[config.mk]
export PLATFORM = sky130hd
export DESIGN_NAME = code_lock_fsm
export DESIGN_NICKNAME = d
export VERILOG_FILES = /design/src/rtl/code_lock_fsm.sv
export SDC_FILE = /design/constraint.sdc
export NUM_CORES = 1
export LEC_CHECK = 0
export CAP_MARGIN = 20
export CORE_ASPECT_RATIO = 1.2
export CORE_MARGIN = 10
export CORE_UTILIZATION = 42
export CTS_CLUSTER_SIZE = 16
export DETAILED_ROUTE_END_ITERATION = 12
export MAX_ROUTING_LAYER = met4
export PLACE_DENSITY = 0.56
export REMOVE_ABC_BUFFERS = 1
export SYNTH_ARGS = -nofsm -noshare
export SYNTH_HDL_FRONTEND = slang
export SYNTH_SLANG_ARGS = --single-unit
[constraint.sdc]
create_clock -name clk -period 3.73 [get_ports clk]
set_input_delay 0.5595 -clock clk [delete_from_list [all_inputs] [get_ports clk]]
set_output_delay 0.5595 -clock clk [all_outputs]
set_load 0.005 [all_outputs]
[src/rtl/code_lock_fsm.sv]
// code_lock_fsm: push-button combination lock.
//
// Each one-cycle btn0/btn1 pulse enters one digit (btn0 = 0, btn1 = 1).
// Pulses on both buttons in the same cycle act as CLEAR. The first digit
// of an entry is compared with the MSB of CODE. A complete entry that
// matches CODE opens the lock for UNLOCK_CYCLES cycles. A wrong entry
// pulses err_pulse. MAX_FAIL consecutive wrong entries start a
// LOCKOUT_CYCLES lockout. All outputs are registered and go straight to
// the LEDs.
//
// Optional feature: define CODE_LOCK_TIMEOUT_EN to add an idle timer. If
// IDLE_TIMEOUT cycles pass with no press during an entry, the partial
// entry is dropped. That is not counted as a failure.
//
// Ports:
//   clk         in   system clock, rising edge
//   reset_n     in   asynchronous active-low reset
//   btn0_pulse  in   one-cycle press pulse, digit 0
//   btn1_pulse  in   one-cycle press pulse, digit 1
//   unlocked    out  high while open
//   locked_out  out  high during lockout
//   err_pulse   out  one-cycle strobe on a wrong complete entry
//   digits      out  digits entered so far in the current entry
//   fail_count  out  consecutive wrong entries (saturates at MAX_FAIL)
module code_lock_fsm #(
    parameter int unsigned          CODE_LEN       = 4,
    parameter logic [CODE_LEN-1:0]  CODE           = 4'b0110,
    parameter int unsigned          MAX_FAIL       = 3,
    parameter int unsigned          UNLOCK_CYCLES  = 50000000,
    parameter int unsigned          LOCKOUT_CYCLES = 250000000,
    parameter int unsigned          IDLE_TIMEOUT   = 100000000
) (
    input  logic                              clk,
    input  logic                              reset_n,
    input  logic                              btn0_pulse,
    input  logic                              btn1_pulse,
    output logic                              unlocked,
    output logic                              locked_out,
    output logic                              err_pulse,
    output logic [$clog2(CODE_LEN+1)-1:0]     digits,
    output logic [$clog2(MAX_FAIL+1)-1:0]     fail_count
);

    localparam int unsigned DW = $clog2(CODE_LEN + 1);
    localparam int unsigned FW = $clog2(MAX_FAIL + 1);
    localparam int unsigned UW = $clog2(UNLOCK_CYCLES + 1);
    localparam int unsigned LW = $clog2(LOCKOUT_CYCLES + 1);

    typedef enum logic [1:0] {StIdle, StEntry, StOpen, StLockout} state_e;

    state_e              state_q, state_d;
    // Holds only the first CODE_LEN-1 digits; the last digit is taken
    // directly from the button on the edge that completes the entry.
    logic [CODE_LEN-2:0] shift_q, shift_d;
    logic [DW-1:0]       digits_q, digits_d;
    logic [FW-1:0]       fail_q, fail_d;
    logic [UW-1:0]       open_cnt_q, open_cnt_d;
    logic [LW-1:0]       lock_cnt_q, lock_cnt_d;
    logic                unlocked_q, unlocked_d;
    logic                locked_out_q, locked_out_d;
    logic                err_q, err_d;
    logic [CODE_LEN-1:0] entry_code;

    logic press;
    logic clear;
    assign press = btn0_pulse ^ btn1_pulse;
    assign clear = btn0_pulse & btn1_pulse;

`ifdef CODE_LOCK_TIMEOUT_EN
    localparam int unsigned IW = $clog2(IDLE_TIMEOUT + 1);
    logic [IW-1:0] idle_cnt_q, idle_cnt_d;
`else
    logic unused_idle_timeout;
    assign unused_idle_timeout = ^IDLE_TIMEOUT;
`endif

    always_comb begin
        state_d    = state_q;
        shift_d    = shift_q;
        digits_d   = digits_q;
        fail_d     = fail_q;
        open_cnt_d = open_cnt_q;
        lock_cnt_d = lock_cnt_q;
        err_d      = 1'b0;
        entry_code = {shift_q, btn1_pulse};
`ifdef CODE_LOCK_TIMEOUT_EN
        idle_cnt_d = idle_cnt_q;
`endif
        case (state_q)
            StIdle: begin
                if (press) begin
                    shift_d  = entry_code[CODE_LEN-2:0];
                    digits_d = DW'(1);
                    state_d  = StEntry;
`ifdef CODE_LOCK_TIMEOUT_EN
                    idle_cnt_d = '0;
`endif
                end
            end
            StEntry: begin
                if (clear) begin
                    state_d  = StIdle;
                    digits_d = '0;
                    shift_d  = '0;
                end else if (press) begin
`ifdef CODE_LOCK_TIMEOUT_EN
                    idle_cnt_d = '0;
`endif
                    if (digits_q == DW'(CODE_LEN - 1)) begin
                        digits_d = '0;
                        shift_d  = '0;
                        if (entry_code == CODE) begin
                            state_d    = StOpen;
                            fail_d     = '0;
                            open_cnt_d = '0;
                        end else begin
                            err_d = 1'b1;
                            if (fail_q != FW'(MAX_FAIL)) begin
                                fail_d = fail_q + FW'(1);
                            end
                            if (fail_d == FW'(MAX_FAIL)) begin
                                state_d    = StLockout;
                                lock_cnt_d = '0;
                            end else begin
                                state_d = StIdle;
                            end
                        end
                    end else begin
                        shift_d  = entry_code[CODE_LEN-2:0];
                        digits_d = digits_q + DW'(1);
                    end
                end
`ifdef CODE_LOCK_TIMEOUT_EN
                else if (idle_cnt_q == IW'(IDLE_TIMEOUT - 1)) begin
                    state_d    = StIdle;
                    digits_d   = '0;
                    shift_d    = '0;
                    idle_cnt_d = '0;
                end else begin
                    idle_cnt_d = idle_cnt_q + IW'(1);
                end
`endif
            end
            StOpen: begin
                // The terminal count ends the window; the counter never wraps.
                if (clear || (open_cnt_q == UW'(UNLOCK_CYCLES - 1))) begin
                    state_d = StIdle;
                end else begin
                    open_cnt_d = open_cnt_q + UW'(1);
                end
            end
            StLockout: begin
                if (lock_cnt_q == LW'(LOCKOUT_CYCLES - 1)) begin
                    state_d = StIdle;
                    fail_d  = '0;
                end else begin
                    lock_cnt_d = lock_cnt_q + LW'(1);
                end
            end
            default: state_d = StIdle;
        endcase
        // Status LEDs follow the next state, so they change on the same edge.
        unlocked_d   = (state_d == StOpen);
        locked_out_d = (state_d == StLockout);
    end

    always_ff @(posedge clk or negedge reset_n) begin
        if (!reset_n) begin
            state_q      <= StIdle;
            shift_q      <= '0;
            digits_q     <= '0;
            fail_q       <= '0;
            open_cnt_q   <= '0;
            lock_cnt_q   <= '0;
            unlocked_q   <= 1'b0;
            locked_out_q <= 1'b0;
            err_q        <= 1'b0;
        end else begin
            state_q      <= state_d;
            shift_q      <= shift_d;
            digits_q     <= digits_d;
            fail_q       <= fail_d;
            open_cnt_q   <= open_cnt_d;
            lock_cnt_q   <= lock_cnt_d;
            unlocked_q   <= unlocked_d;
            locked_out_q <= locked_out_d;
            err_q        <= err_d;
        end
    end

`ifdef CODE_LOCK_TIMEOUT_EN
    always_ff @(posedge clk or negedge reset_n) begin
        if (!reset_n) begin
            idle_cnt_q <= '0;
        end else begin
            idle_cnt_q <= idle_cnt_d;
        end
    end
`endif

    assign unlocked   = unlocked_q;
    assign locked_out = locked_out_q;
    assign err_pulse  = err_q;
    assign digits     = digits_q;
    assign fail_count = fail_q;

endmodule

==> impl_metrics.py <==
metrics = {
    "timing": {
        "final.setup.tns_ns": 0,
        "setup_violations": 0,
        "fin_crit_sh_pct": 76.3,
        "tightest_slew_ns": 1.03,
        "rsz0062_at_grt": "false",
        "hold_viol_final": 0,
        "fmax_ghz": 0.352,
        "whs_ns": 0.191,
        "min_period_ns": 2.84,
        "slew_viol_final": 0,
        "slew_headroom_pct": 30.6,
        "fin_skew_ns": 0.00955,
    },
    "routing": {
        "vias": 3106,
        "drt_iter0_markers": 136,
        "vias_per_cell": 5.76,
        "dr.max_layer_used": "met4",
        "wl_met1_microns": 3940,
        "drc": 0,
        "dr_wl_met2_microns": 4230,
        "first_pass_iters": 4,
        "ant_nets": 0,
        "post_drt_wl_per_cell_microns": 15.8,
        "wirelength_microns": 8530,
        "wl_met3_microns": 204,
    },
    "floorplanning": {
        "start_util_pct": 42.8,
        "die_area_sq_um": 12900,
        "ios": 12,
        "row_count": 37,
        "die_w_microns": 105,
        "coreArea_sq_um": 8560,
        "die_h_microns": 122,
    },
    "global_route": {
        "track_usage_pct": 14.2,
        "grt_overflow": 0,
        "grt_pass1_vias": 3052,
        "grt_first_pass_wirelength_microns": 14800,
        "grt_max_degree": 45,
        "grt_antenna_before_repair": 0,
    },
    "synthesis": {
        "syn-instance-count": 409,
        "async_flop_share_pct": 100,
        "yosysTopAreaCell": "dfrtp_1",
        "synthMuxAreaShare_pct": 1.36,
        "syn_area_sq_um": 3670,
        "synth_edf_count": 0,
        "yosys.area.top_type_share_pct": 45.7,
        "synthSimpleGateAreaFrac_pct": 25.0,
        "ys_seq_elements": 67,
        "synthXorXnorAreaFrac_pct": 0.477,
        "yosysSeqAreaShare_pct": 45.7,
        "synthAdderAreaFrac_pct": 1.71,
        "synth_area_leaders": "dfrtp_1 (46%), o21ai_0 (6.4%), nand2_1 (4.4%)",
        "synth.distinct_cells": 53,
        "synth_top_family_by_area": "simple AND/OR/NAND/NOR gates",
        "synthFlopType": "dfrtp_1",
        "synth_warnings": 0,
        "avgSynthCellArea_sq_um": 8.97,
        "synth_compound_area_share_pct": 22.1,
    },
    "placement": {
        "dp_hpwl_microns": 5900,
        "gp_congestion": 0.875,
        "placed_cells_incl_taps": 523,
        "portBuffers": 11,
    },
    "worst_setup_path": {
        "cp-start-kind": "input pin",
        "worstPathMaxFanout": 20,
        "cp.arrival_ns": 3.06,
        "path_buf_inv": 2,
        "crit_family": "simple AND/OR/NAND/NOR gates",
        "crit_chain": "clkdlybuf4s50_1 > inv_1 > ha_1 > nand2b_1 > nor4_2 > nand2_1 > and2_1 > o21ai_0 > o31ai_1",
        "worstSetupPathType": "input pin to flip-flop",
        "cp.required_ns": 3.94,
        "end_kind": "flip-flop",
        "r2r_slack_ns": 1.03,
        "cp_slowest_cell": "clkdlybuf4s50_1",
        "slowest_delay_ns": 0.53,
    },
    "outcome": {
        "status": "complete, no violations",
    },
    "clock_network": {
        "cts_hold_buf": 0,
        "clock_latency_ns": 0.35,
        "cts_buffers": 9,
        "cts_root_buf": "clkbuf_8",
        "clkTransAtPathRegs_ns": 0.08,
        "cts_resized": 0,
        "h-tree-depth": 3,
        "clockBufferDepth": 2,
        "postCtsSetupRepairBufs": 0,
        "cts_tree": "built",
        "cts.sinks": 67,
    },
    "cells_and_area": {
        "post-route-util_pct": 47.9,
        "fin_cells": 539,
        "antenna_cells": 0,
        "nets": 426,
        "area_growth_pct": 11.8,
        "drive_gt1_share_pct": 7.82,
    },
    "power_and_ir_drop": {
        "power_density_nw_per_um2": 367,
        "power_switching_uw": 324,
        "leakage_uw": 0.00163,
        "p_int_uw": 1180,
        "power.share.switching_pct": 21.5,
        "ir_worst_vdd_uv": 169,
        "clkPwrFrac_pct": 50.0,
        "pwr-share-comb_pct": 1.7,
        "finalPower_uw": 1500,
        "power_frac_seq_pct": 48.3,
    },
    "run": {
        "max_cap_violations": 0,
    },
    "worst_hold_path": {
        "hold_path_class": "input pin to asynchronous set/reset pin",
    },
}
layout make-up:
type                       instances  area (sq um)
multi-input combinational        313          1860
sequential                        67          1680
clock inverter                     7           124
timing repair buffer              14           128
clock buffer                       9           124
tap                              117           146
inverter                          12          45.0
fill                             811          4460
placed cells by master, fill, tap and decap left out, types with 3 or more instances in the layout:
cell type,n
or4_1,3
bufinv_16,3
clkdlybuf4s50_1,10
nor2b_1,5
or2_2,4
buf_4,3
and3_1,7
nand4_1,15
o211ai_1,3
nand3_1,22
nor2_1,34
o31ai_1,12
a21oi_1,17
nand2b_1,8
nand2_1,43
ha_1,5
o21ai_0,47
mux2i_1,5
a22o_1,5
nor4_1,4
a31oi_1,23
dfrtp_1,67
nor3_1,10
clkbuf_8,9
inv_1,10
and2_1,7
synth_stat cells (5+ instances only):
library cell	n
o21ai_0	47
a21oi_1	17
and3_1	7
a31oi_1	23
clkbuf_1	8
inv_1	10
dfrtp_1	67
o31ai_1	12
nand3_1	22
ha_1	5
nor2b_1	5
a22o_1	5
nand2b_1	8
nand2_1	43
mux2i_1	5
and2_1	7
nand4_1	15
nor2_1	34
nor3_1	10
buf_2	5
cell families after synthesis:
family | count (synthesis)
buffers and inverters | 29
muxes | 5
and+or+nand+nor | 175
AOI/OAI and AO/OA | 126
adders and majority gates | 5
DFF | 67
xor gates and xnor gates | 2
worst register-to-register path, cell delays in order, from the launching register on:
cell      delay [ns]
dfrtp_1         0.40
ha_1            0.21
and3_1          0.31
nand2_1         0.21
o41ai_4         0.49
buf_4           0.30
o211ai_4        0.25
inv_2           0.29
a31oi_1         0.13
final timing paths:
path,from,end,cells past startpoint
max,btn1_pulse,lock_cnt_q[17],9
min,reset_n,lock_cnt_q[17],1
max reg2reg,lock_cnt_q[0],open_cnt_q[15],8
min reg2reg,lock_cnt_q[27],lock_cnt_q[27],1
max in group asynchronous,reset_n,open_cnt_q[6],2
min in group clk,lock_cnt_q[27],lock_cnt_q[27],1
per-stage QoR:
step | cell area [sq um] | setup WS (ns)
after floorplan | 3580 | 1.23
after global placement | 3850 | 0.625
after detailed placement | 3850 | 0.511
after CTS | 4100 | 0.881
after global routing | 4100 | 0.648
final | 4100 | 0.885
power by group through the flow:
stage	registers, uW	logic, uW	clock network, uW
after floorplan	741	6.60	0
after global placement	741	27.2	0
after detailed placement	741	27.3	0
after CTS	727	27.3	770
after global routing	727	30.3	799
final	727	25.8	752
registers in the layout, summed over array words and instances, names as in the netlist, 2 cells and up:
register and flops:
open_cnt_q 26, digits 3, state_q 2, fail_count 2, lock_cnt_q 28, shift_q 3
per-layer routing:
layer | GRT usage, % | vias up
met3 | 2.36 | 13
li1 | - | 1541
met1 | 17.0 | 1514
met4 | 6.96 | 0
met2 | 22.8 | 38
met5 | - | -
(Power assumes the default switching activity.)
